**src/rtl/fifo_ctl_mc.sv**
```systemverilog
// fifo_ctl_mc: command and response FIFOs shared between CPU-side channels
// and one PL-side port. Every request input runs its own IDLE/WAIT/ACK
// handshake. Command pops are served round-robin across channels, and a
// per-channel credit count stops a channel from issuing more commands than
// its response FIFO can hold.

// Request/acknowledge handshake. An operation fires exactly once for each
// rising edge of req.
//
//   state   | meaning
//   --------+-----------------------------------------------------------
//   HS_IDLE | waiting for a fresh rising edge of req
//   HS_WAIT | edge seen; fire is asserted the first cycle enable is true
//   HS_ACK  | operation done; ack held high until req drops
module hs_fsm (
    input  logic clk,
    input  logic reset,
    input  logic req,
    input  logic enable,
    output logic fire,
    output logic ack
);
    typedef enum logic [1:0] {HS_IDLE, HS_WAIT, HS_ACK} hs_state_t;

    hs_state_t state;
    logic      req_q;

    assign fire = (state == HS_WAIT) && enable;

    // req_q is loaded during reset as well, so a req held high through
    // reset is not taken as a new edge once reset releases.
    always_ff @(posedge clk) begin
        req_q <= req;
        if (reset) begin
            state <= HS_IDLE;
            ack   <= 1'b0;
        end else begin
            case (state)
                HS_IDLE: if (req && !req_q) state <= HS_WAIT;
                HS_WAIT: if (enable) begin
                    state <= HS_ACK;
                    ack   <= 1'b1;
                end
                HS_ACK: if (!req) begin
                    state <= HS_IDLE;
                    ack   <= 1'b0;
                end
                default: begin
                    state <= HS_IDLE;
                    ack   <= 1'b0;
                end
            endcase
        end
    end
endmodule

module fifo_ctl_mc #(
    parameter  int NUM_CH     = 2,
    parameter  int CMD_DEPTH  = 4,
    parameter  int RESP_DEPTH = 4,
    parameter  int CMD_W      = 32,
    parameter  int RESP_W     = 32,
    localparam int CHW        = (NUM_CH > 1) ? $clog2(NUM_CH) : 1,
    localparam int OW         = $clog2(RESP_DEPTH) + 1
) (
    input  logic                       clk,
    input  logic                       reset,
    input  logic [NUM_CH-1:0]          cmd_push_req,
    input  logic [NUM_CH*CMD_W-1:0]    cmd_push_data,
    output logic [NUM_CH-1:0]          cmd_push_ack,
    input  logic                       cmd_pop_req,
    output logic [CMD_W-1:0]           cmd_pop_data,
    output logic [CHW-1:0]             cmd_pop_ch,
    output logic                       cmd_pop_ack,
    input  logic                       resp_push_req,
    input  logic [CHW-1:0]             resp_push_ch,
    input  logic [RESP_W-1:0]          resp_push_data,
    output logic                       resp_push_ack,
    input  logic [NUM_CH-1:0]          resp_pop_req,
    output logic [NUM_CH*RESP_W-1:0]   resp_pop_data,
    output logic [NUM_CH-1:0]          resp_pop_ack,
    output logic [NUM_CH-1:0]          resp_pop_ready,
    output logic [NUM_CH*OW-1:0]       outstanding,
    output logic                       resp_err
);
    localparam int CPW = $clog2(CMD_DEPTH);
    localparam int RPW = $clog2(RESP_DEPTH);

    logic [NUM_CH-1:0] cmd_push_en;
    logic [NUM_CH-1:0] cmd_ne;
    logic [NUM_CH-1:0] resp_full;
    logic [NUM_CH-1:0] out_zero;
    logic [CMD_W-1:0]  cmd_head [NUM_CH];

    logic              cmd_pop_en;
    logic              cmd_pop_fire;
    logic [CHW-1:0]    pop_sel;
    logic [CHW-1:0]    lo_sel;
    logic              hi_found;
    logic [NUM_CH-1:0] ne_shift;
    logic [CHW-1:0]    rr_ptr;

    logic              resp_push_en;
    logic              resp_push_fire;
    logic              resp_ch_ok;
    logic              resp_keep;

    for (genvar c = 0; c < NUM_CH; c++) begin : g_ch
        logic [CMD_W-1:0]  c_mem [CMD_DEPTH];
        logic [CPW-1:0]    c_wr;
        logic [CPW-1:0]    c_rd;
        logic [CPW:0]      c_cnt;
        logic [RESP_W-1:0] r_mem [RESP_DEPTH];
        logic [RPW-1:0]    r_wr;
        logic [RPW-1:0]    r_rd;
        logic [RPW:0]      r_cnt;
        logic [OW-1:0]     o_cnt;
        logic [RESP_W-1:0] r_data_q;
        logic              c_push;
        logic              c_pop;
        logic              r_push;
        logic              r_pop;

        assign c_pop  = cmd_pop_fire && (pop_sel == CHW'(c));
        assign r_push = resp_push_fire && resp_keep && (resp_push_ch == CHW'(c));

        assign cmd_push_en[c]    = (c_cnt != (CPW+1)'(CMD_DEPTH)) && (o_cnt < OW'(RESP_DEPTH));
        assign cmd_ne[c]         = (c_cnt != '0);
        assign cmd_head[c]       = c_mem[c_rd];
        assign resp_full[c]      = (r_cnt == (RPW+1)'(RESP_DEPTH));
        assign out_zero[c]       = (o_cnt == '0);
        assign resp_pop_ready[c] = (r_cnt != '0);
        assign outstanding[c*OW +: OW]        = o_cnt;
        assign resp_pop_data[c*RESP_W +: RESP_W] = r_data_q;

        hs_fsm u_cmd_push (
            .clk    (clk),
            .reset  (reset),
            .req    (cmd_push_req[c]),
            .enable (cmd_push_en[c]),
            .fire   (c_push),
            .ack    (cmd_push_ack[c])
        );

        hs_fsm u_resp_pop (
            .clk    (clk),
            .reset  (reset),
            .req    (resp_pop_req[c]),
            .enable (resp_pop_ready[c]),
            .fire   (r_pop),
            .ack    (resp_pop_ack[c])
        );

        // Command FIFO: push and pop may land in the same cycle.
        always_ff @(posedge clk) begin
            if (reset) begin
                c_wr  <= '0;
                c_rd  <= '0;
                c_cnt <= '0;
            end else begin
                if (c_push) begin
                    c_mem[c_wr] <= cmd_push_data[c*CMD_W +: CMD_W];
                    c_wr        <= c_wr + 1'b1;
                end
                if (c_pop) c_rd <= c_rd + 1'b1;
                c_cnt <= c_cnt + (CPW+1)'(c_push) - (CPW+1)'(c_pop);
            end
        end

        // Response FIFO; the popped entry is held until the next pop.
        always_ff @(posedge clk) begin
            if (reset) begin
                r_wr     <= '0;
                r_rd     <= '0;
                r_cnt    <= '0;
                r_data_q <= '0;
            end else begin
                if (r_push) begin
                    r_mem[r_wr] <= resp_push_data;
                    r_wr        <= r_wr + 1'b1;
                end
                if (r_pop) begin
                    r_data_q <= r_mem[r_rd];
                    r_rd     <= r_rd + 1'b1;
                end
                r_cnt <= r_cnt + (RPW+1)'(r_push) - (RPW+1)'(r_pop);
            end
        end

        // Credit count: one per issued command, returned when the CPU
        // consumes the response.
        always_ff @(posedge clk) begin
            if (reset) o_cnt <= '0;
            else       o_cnt <= o_cnt + OW'(c_push) - OW'(r_pop);
        end
    end

    assign cmd_pop_en = |cmd_ne;

    hs_fsm u_cmd_pop (
        .clk    (clk),
        .reset  (reset),
        .req    (cmd_pop_req),
        .enable (cmd_pop_en),
        .fire   (cmd_pop_fire),
        .ack    (cmd_pop_ack)
    );

    // Round-robin pick: the lowest non-empty channel at or above rr_ptr,
    // otherwise the lowest non-empty channel below it (wrap-around).
    always_comb begin
        pop_sel  = '0;
        lo_sel   = '0;
        hi_found = 1'b0;
        ne_shift = '0;
        for (int j = NUM_CH - 1; j >= 0; j--) begin
            ne_shift = cmd_ne >> j;
            if (ne_shift[0]) begin
                if (CHW'(j) >= rr_ptr) begin
                    pop_sel  = CHW'(j);
                    hi_found = 1'b1;
                end else begin
                    lo_sel = CHW'(j);
                end
            end
        end
        if (!hi_found) pop_sel = lo_sel;
    end

    // Register the popped command and advance the round-robin pointer.
    always_ff @(posedge clk) begin
        if (reset) begin
            rr_ptr       <= '0;
            cmd_pop_data <= '0;
            cmd_pop_ch   <= '0;
        end else if (cmd_pop_fire) begin
            cmd_pop_data <= cmd_head[pop_sel];
            cmd_pop_ch   <= pop_sel;
            rr_ptr       <= (pop_sel == CHW'(NUM_CH - 1)) ? '0 : pop_sel + 1'b1;
        end
    end

    // Channel numbers beyond NUM_CH have no FIFO and never hold credit, so
    // they are acknowledged and dropped like any other uncredited response.
    assign resp_ch_ok   = ({1'b0, resp_push_ch} < (CHW+1)'(NUM_CH));
    assign resp_push_en = !resp_ch_ok || !resp_full[resp_push_ch];
    assign resp_keep    = resp_ch_ok && !out_zero[resp_push_ch];

    hs_fsm u_resp_push (
        .clk    (clk),
        .reset  (reset),
        .req    (resp_push_req),
        .enable (resp_push_en),
        .fire   (resp_push_fire),
        .ack    (resp_push_ack)
    );

    // Sticky flag for responses that arrived with no command outstanding.
    always_ff @(posedge clk) begin
        if (reset)                            resp_err <= 1'b0;
        else if (resp_push_fire && !resp_keep) resp_err <= 1'b1;
    end
endmodule

```
**config.mk**
```make
export PLATFORM = sky130hd
export DESIGN_NAME = fifo_ctl_mc
export DESIGN_NICKNAME = d
export VERILOG_FILES = /design/src/rtl/fifo_ctl_mc.sv
export SDC_FILE = /design/constraint.sdc
export NUM_CORES = 1
export LEC_CHECK = 0
export ABC_AREA = 0
export CORE_AREA = 2 2 259 261
export DETAILED_ROUTE_END_ITERATION = 16
export DIE_AREA = 0 0 261 263
export HOLD_SLACK_MARGIN = 0.08
export PLACE_DENSITY = 0.68
export SYNTH_ARGS = -nofsm -noshare
export SYNTH_HDL_FRONTEND = slang
export SYNTH_SLANG_ARGS = --single-unit
export TNS_END_PERCENT = 20
```
**constraint.sdc**
```tcl
create_clock -name clk -period 3 [get_ports clk]
set_clock_uncertainty 0.15 [all_clocks]
set_input_delay 0.3 -clock clk [delete_from_list [all_inputs] [get_ports clk]]
set_output_delay 0.3 -clock clk [all_outputs]
set_load 0.05 [all_outputs]
```
Word-level counts from Yosys, hierarchy flattened. Memories as Yosys holds them, arrays and structs flattened. A register that Yosys moved wholly into a read port is not among the register bits. Cells that the tools add are included.

Add/sub/neg operators: 21. $lt $le $gt $ge: 6. Eq/ne operators: 34. Multiplexer cells: 77. Bitwise logic cells: 9. Reductions and logical operators: 53.

Operators with widths (count): 2-to-1 mux 32 bit (3); 2-to-1 mux 2 bit (22); 2-to-1 mux 1 bit (40); one-hot mux 2 bit (3 select lines) (6); AND reduction 3 bit (12); inequality test 2 x 1 -> 1 bit (second input constant) (11); logical AND 1 bit (20); adder 3 x 1 -> 3 bit (6); one-hot mux 1 bit (3 select lines) (6); subtractor 3 x 1 -> 3 bit (6); adder 2 x 1 -> 2 bit (second input constant) (8); inequality test 2 bit (second input constant) (7); == test 2 x 1 -> 1 bit (second input constant) (6); == test 2 bit (second input constant) (6); logical NOT 2 bit (6); nonzero test 3 bit (4); logical NOT 1 bit (8); NOT 1 bit (8); == test 3 bit (second input constant) (2); logical NOT 3 bit (2); < comparator 3 bit (second input constant) (2); inequality test 3 bit (second input constant) (2); >= comparator 1 bit (first input constant) (2); >= comparator 2 bit (second input constant) (1); other kinds (4) (4).

Register bits: 93. RAM bits: 512. Output and inout port bits: 112. Memories kept: 4.

Memories: g_ch[0].c_mem (depth 4, bits a word 32, rd ports 1, clocked after Yosys merged registers in 1, write ports 1, RTL line 109) `logic [CMD_W-1:0] c_mem [CMD_DEPTH];`; g_ch[0].r_mem (depth 4, bits a word 32, rd ports 1, clocked after Yosys merged registers in 1, write ports 1, RTL line 113) `logic [RESP_W-1:0] r_mem [RESP_DEPTH];`; g_ch[1].c_mem (depth 4, bits a word 32, rd ports 1, clocked after Yosys merged registers in 1, write ports 1, RTL line 109); g_ch[1].r_mem (depth 4, bits a word 32, rd ports 1, clocked after Yosys merged registers in 1, write ports 1, RTL line 113).

Depth between registers and ports, before layout.
Word-level depth: 10. Gate-level depth with buffers: 13.

By module. Synthesis repeated with hierarchy kept, for this count alone.

Cell total of the unflattened synthesis: 1326. Area, all modules: 25177.9 um^2.

By module, submodules not included: fifo_ctl_mc (instances 1, cells each 1242, area each 24239.5 um^2); hs_fsm (instances 6, cells each 14, area each 156.4 um^2).

Least setup slack after synthesis. No wires, ideal clock.

Path kind: reg-to-reg. Start: reg g_ch[0].o_cnt[1]. End: mem g_ch[0].r_mem[0][0], enable pin. Arrival: 2.364 ns. Slack: 0.094 ns. Cell stages (with the launch flop): 6. Period minus slack after synthesis: 2.906 ns. Cells stage by stage: dfxtp_1 nor3_1 nor4_1 inv_1 nor2_1 and2_1.

Longest elaborated chain between the ends: 9.

RTL lines: start, declared (RTL line 117) `logic [OW-1:0] o_cnt;`; start signal, assigned (RTL line 194) `else o_cnt <= o_cnt + OW'(c_push) - OW'(r_pop);`; logical NOT 3 bit (RTL line 131) `assign out_zero[c] = (o_cnt == '0);`; 2-to-1 mux 1 bit (implied by the code) (2 in a row) (RTL line 247) `assign resp_keep = resp_ch_ok && !out_zero[resp_push_ch];`; logical NOT 1 bit (RTL line 247); logical AND 1 bit (2 in a row) (RTL line 125) `assign r_push = resp_push_fire && resp_keep && (resp_push_ch == CHW'(c));`; 2-to-1 mux 1 bit (RTL line 178) `if (r_push) begin`; 2-to-1 mux 1 bit (RTL line 172) `if (reset) begin`; 2-to-1 mux 1 bit (implied by the code) (RTL line 179) `r_mem[r_wr] <= resp_push_data;`; end, declared (RTL line 113).

Every way passes these cells. The select of a mux whose other input is x is not followed.

Worst setup path in the final report.
Start: reg g_ch[1].c_cnt[1]. End: reg g_ch[1].c_cnt[2].

Longest elaborated chain between the ends: 7. Elaborated cells on any way between the ends: 18. Those cells by class: add/sub: 2; eq/ne: 1; mux: 9; reduce/logical: 6.

RTL lines: start, declared (RTL line 112) `logic [CPW:0] c_cnt;`; start signal, assigned (RTL line 166) `c_cnt <= c_cnt + (CPW+1)'(c_push) - (CPW+1)'(c_pop);`; parallel branches: the longest is 6 deep, another holds adder 3 x 1 -> 3 bit; subtractor 3 x 1 -> 3 bit * (RTL line 166).

Mark *: on every way between the ends. A chain may end at the register's enable or synchronous reset.

==> report_table.html <==
<table>
<tr><th>Metric</th><th>Value</th></tr>
<tr><th colspan="2">Power</th></tr>
<tr><td>Cell leakage power</td><td>9.706 nW</td></tr>
<tr><td>Pwr/cell area</td><td>685.5 nW/um2</td></tr>
<tr><td>Peak ir drop on the vdd network</td><td>394.2 uV</td></tr>
<tr><th colspan="2">STA</th></tr>
<tr><td>Least-Margin Pin Slew</td><td>0.7267 ns</td></tr>
<tr><td>Setup Viol. Count Final</td><td>0</td></tr>
<tr><td>Max_slew headroom</td><td>51.56%</td></tr>
<tr><td>Count of endpoints failing hold in the final timing report</td><td>0</td></tr>
<tr><td>Sum of negative setup slack</td><td>0 ns</td></tr>
<tr><td>Final cycle utilization of the critical path</td><td>92.53%</td></tr>
<tr><td>Maximum achievable frequency</td><td>0.3602 GHz</td></tr>
<tr><td>Setup repair after global routing missed its margin</td><td>false</td></tr>
<tr><td>Fin crit period</td><td>2.776 ns</td></tr>
<tr><td>Total count of max-transition violations in the final report</td><td>0</td></tr>
<tr><th colspan="2">Die</th></tr>
<tr><td>Floorplan die width</td><td>261 um</td></tr>
<tr><td>Area of the placeable core</td><td>65630 um2</td></tr>
<tr><td>Standard-cell rows</td><td>94</td></tr>
<tr><td>Die Height</td><td>263 um</td></tr>
<tr><td>Starting density of the core</td><td>37.70%</td></tr>
<tr><td>Ports</td><td>217</td></tr>
<tr><td>Die area</td><td>68640 um2</td></tr>
<tr><th colspan="2">Critical path</th></tr>
<tr><td>Arrival time reported for the critical path endpoint</td><td>3.09 ns</td></tr>
<tr><td>Worst Path Class, Setup</td><td>reg2reg</td></tr>
<tr><td>Crit path max fanout</td><td>4</td></tr>
<tr><td>Cell with the largest stage delay on the worst path</td><td>sky130_fd_sc_hd__or4b_2</td></tr>
<tr><td>Delay of the slowest cell on the worst path</td><td>0.67 ns</td></tr>
<tr><td>Critical path data required time</td><td>3.31 ns</td></tr>
<tr><td>Crit path capture type</td><td>register</td></tr>
<tr><td>CP startpoint kind</td><td>register</td></tr>
<tr><td>Cell breakdown of the critical path</td><td>nor3b_1 -&gt; or4b_2 -&gt; ha_1 -&gt; inv_1 -&gt; ha_1 -&gt; inv_1 -&gt; fa_1 -&gt; xor2_1 -&gt; xnor2_1 -&gt; nor2_1</td></tr>
<tr><th colspan="2">Clock network</th></tr>
<tr><td>Clock latency on the worst-skew pair</td><td>0.60 ns</td></tr>
<tr><td>Post-CTS setup-driven buffer insertion count</td><td>0</td></tr>
<tr><td>Bufs on Longest Clock Path</td><td>3</td></tr>
<tr><td>Clock sink total</td><td>673</td></tr>
<tr><td>Number of buffers added by the clock tree synthesis step</td><td>69</td></tr>
<tr><td>Count of H-tree levels built during CTS</td><td>3</td></tr>
<tr><td>Clock root cell</td><td>sky130_fd_sc_hd__clkbuf_16</td></tr>
<tr><td>CTS tree</td><td>built</td></tr>
<tr><td>Clock transition at the registers of the reported paths</td><td>0.06 ns</td></tr>
<tr><th colspan="2">Placement</th></tr>
<tr><td>Placement Cell Area</td><td>28250 um2</td></tr>
<tr><td>Estimated wirelength of the detail-placed design</td><td>33930 um</td></tr>
<tr><td>IO buf count</td><td>216</td></tr>
<tr><td>Final estimated routing congestion in global placement</td><td>0.7246</td></tr>
<tr><th colspan="2">Synth</th></tr>
<tr><td>Post-Synth Adder-Cell Area</td><td>1.902%</td></tr>
<tr><td>Top-area cell type share of the netlist area</td><td>62.15%</td></tr>
<tr><td>Synthesized instance count</td><td>1375</td></tr>
<tr><td>Netlist area before placement</td><td>24740 um2</td></tr>
<tr><td>Mean post-synth cell area</td><td>17.99 um2</td></tr>
<tr><td>Share of synthesized area occupied by flip-flops and latches</td><td>75.18%</td></tr>
<tr><td>Area share of xor/xnor cells in the synthesized design</td><td>0.7789%</td></tr>
<tr><td>Cell accounting for the most synthesized area</td><td>sky130_fd_sc_hd__edfxtp_1</td></tr>
<tr><td>Number of flip-flops and latches in the synthesized netlist</td><td>673</td></tr>
<tr><td>Number of distinct standard cells referenced by the synthesized netlist</td><td>40</td></tr>
<tr><td>Mapped Nets</td><td>1514</td></tr>
<tr><td>Compound-Gate Fraction of Synth Area</td><td>3.439%</td></tr>
<tr><td>Post-synth ARST share</td><td>0%</td></tr>
<tr><td>Synth Warn #</td><td>0</td></tr>
<tr><td>Share of synthesized area spent on multiplexers</td><td>11.86%</td></tr>
<tr><td>Simple-Gate Fraction of Synth Area</td><td>4.931%</td></tr>
<tr><td>Dominant synthesized flop cell</td><td>sky130_fd_sc_hd__edfxtp_1</td></tr>
<tr><td>Number of enable flip-flop cells after synthesis</td><td>512</td></tr>
<tr><td>Largest family of logic cells by synthesized area</td><td>multiplexers</td></tr>
<tr><td>Top area cells in the synthesized netlist</td><td>sky130_fd_sc_hd__edfxtp_1 (62%), sky130_fd_sc_hd__dfxtp_1 (13%), sky130_fd_sc_hd__mux4_2 (12%), sky130_fd_sc_hd__nand2_1 (2.1%), sky130_fd_sc_hd__a21oi_1 (1.7%)</td></tr>
<tr><th colspan="2">Global route</th></tr>
<tr><td>Largest net degree at the start of global routing</td><td>64</td></tr>
<tr><td>Met2 routing resource usage after global routing</td><td>27.22%</td></tr>
<tr><td>Met3 layer usage reported by global route</td><td>4.275%</td></tr>
<tr><td>Antenna violations before repair</td><td>6</td></tr>
<tr><td>Grt met1 use</td><td>19.93%</td></tr>
<tr><td>Vias in the first global route</td><td>13850</td></tr>
<tr><td>Total grt overflow</td><td>0</td></tr>
<tr><td>Combined global-route utilization of all metal layers</td><td>15.95%</td></tr>
<tr><td>Grt peak-use layer</td><td>met2</td></tr>
<tr><td>Wire length of the first global-routing pass</td><td>82940 um</td></tr>
<tr><th colspan="2">Drt</th></tr>
<tr><td>Iter 0 DRT Violations</td><td>1117</td></tr>
<tr><td>Vias per inst</td><td>5.146</td></tr>
<tr><td>DR DRC count</td><td>0</td></tr>
<tr><td>Final ANT Viol Nets</td><td>0</td></tr>
<tr><td>Vias after detailed routing</td><td>13150</td></tr>
<tr><td>Post-detailed-route wirelength per cell</td><td>21.39 um</td></tr>
<tr><td>Drt pass-1 iters</td><td>6</td></tr>
<tr><td>Sum of routed wire length over all layers</td><td>54680 um</td></tr>
<tr><th colspan="2">Layout</th></tr>
<tr><td>Share of post-route cells with drive strength above 1</td><td>17.88%</td></tr>
<tr><td>Number of filler cells placed in the layout</td><td>5508</td></tr>
<tr><td>Final cell area excluding filler cells</td><td>30460 um2</td></tr>
<tr><td>Layout overhead on the synthesized area</td><td>23.11%</td></tr>
<tr><td>Multi-input gate area</td><td>5694 um2</td></tr>
<tr><td>Area of all sequential standard cells</td><td>18610 um2</td></tr>
<tr><td>Most common library cell in the layout ignoring fill and taps</td><td>sky130_fd_sc_hd__edfxtp_1</td></tr>
<tr><td>Leading cell types in the layout, fill and taps excluded</td><td>sky130_fd_sc_hd__edfxtp_1 (512), sky130_fd_sc_hd__clkdlybuf4s50_1 (215), sky130_fd_sc_hd__dfxtp_1 (154)</td></tr>
<tr><td>Final #Nets</td><td>1772</td></tr>
<tr><th colspan="2">Outcome</th></tr>
<tr><td>Run status</td><td>finished clean</td></tr>
<tr><th colspan="2">Flow run</th></tr>
<tr><td>Number of max-capacitance violations reported</td><td>0</td></tr>
<tr><th colspan="2">Min path</th></tr>
<tr><td>Classification of the worst-slack hold path</td><td>in2reg</td></tr>
</table>
per-layer routing:
metal / vias up / part of all wire [%]
li1: 5833 / -
met1: 6786 / 41
met2: 449 / 50
met3: 74 / 7.5
met4: 10 / 2.0
met5: - / 0.14
logic make-up (layout without fill, tap and decap cells):
kind of cell,count (synthesis),in the layout
simple gates,275,275
buf+inv,108,422
compound gates,130,130
other cells,0,3
flops,673,673
mux,133,133
fa+ha+maj,34,34
xor+xnor,22,22
flip-flops by register name, indices dropped and copies added (netlist names), 6 cells and up, named ones only:
| name | count |
|---|---|
| cmd_pop_data | 32 |
| g_ch.c_cnt | 6 |
| g_ch.o_cnt | 6 |
| g_ch.c_mem | 256 |
| g_ch.r_data_q | 64 |
| g_ch.r_mem | 256 |
| g_ch.r_cnt | 6 |
power breakdown:
| group | switching [W] | internal [W] | total (W) |
|---|---|---|---|
| Combinational | 0.00137 | 0.000937 | 0.00230 |
| Clock | 0.00347 | 0.00464 | 0.00811 |
| Sequential | 0.000181 | 0.0103 | 0.0105 |
cells in the mapped netlist, drive strengths merged (7+ instances only):
master    n
o21ai     8
nand3b   10
clkbuf   45
nor2     70
nor3     12
mux4    128
nand2   138
buf      33
xnor2    15
a222oi   31
nor2b     8
dfxtp   161
and2     16
a21oi    84
ha       28
inv      28
xor2      7
edfxtp  512
stage by stage:
| stage | setup WS (ns) | power, W | std cells | util (%) | hold slack, ns |
|---|---|---|---|---|---|
| floorplan | 0.09390 | 0.01212 | 1375 | - | 0.1777 |
| global placement | -0.01027 | 0.01290 | 2421 | 43.05 | 0.2970 |
| detailed placement | -0.04429 | 0.01298 | 2421 | 43.05 | 0.2994 |
| CTS | 0.1978 | 0.02112 | 2553 | 46.40 | 0.09439 |
| global route | 0.05406 | 0.02164 | 2553 | 46.40 | 0.1041 |
| finish | 0.2241 | 0.02088 | 2556 | 46.41 | 0.1277 |
final timing paths:
path / startpoint / end / slack, ns / depth (start not counted)
setup / recovery: g_ch[1].c_cnt[1] / g_ch[1].c_cnt[2] / 0.22 / 10
hold / removal: cmd_pop_req / u_cmd_pop.req_q / 0.13 / 1
setup reg to reg: g_ch[1].c_cnt[1] / g_ch[1].c_cnt[2] / 0.22 / 10
hold reg to reg: g_ch[1].r_data_q[8] / g_ch[1].r_data_q[8] / 0.31 / 2
cell type report:
type	count	area share (%)
repair buffers	265	9.215
clock buffers	92	6.224
diodes	3	0.02465
multi-input cells	594	18.70
clock inverters	35	0.8298
well taps	864	3.549
flip-flops and latches	673	61.09
inverters	30	0.3697
worst max-delay path, delay by kind of cell (launching register included):
family,cells,cell delay (ns)
adders and majority gates,3,0.83
and+or+nand+nor,3,0.82
DFF,1,0.41
xor gates and xnor gates,2,0.34
buffers and inverters,2,0.11
timing repair:
item	CTS	global route
resized for setup	0	0
hold buffers	5	0
endpoints found under the hold margin	40	0
No activity file was read; power rests on OpenSTA's default activity.
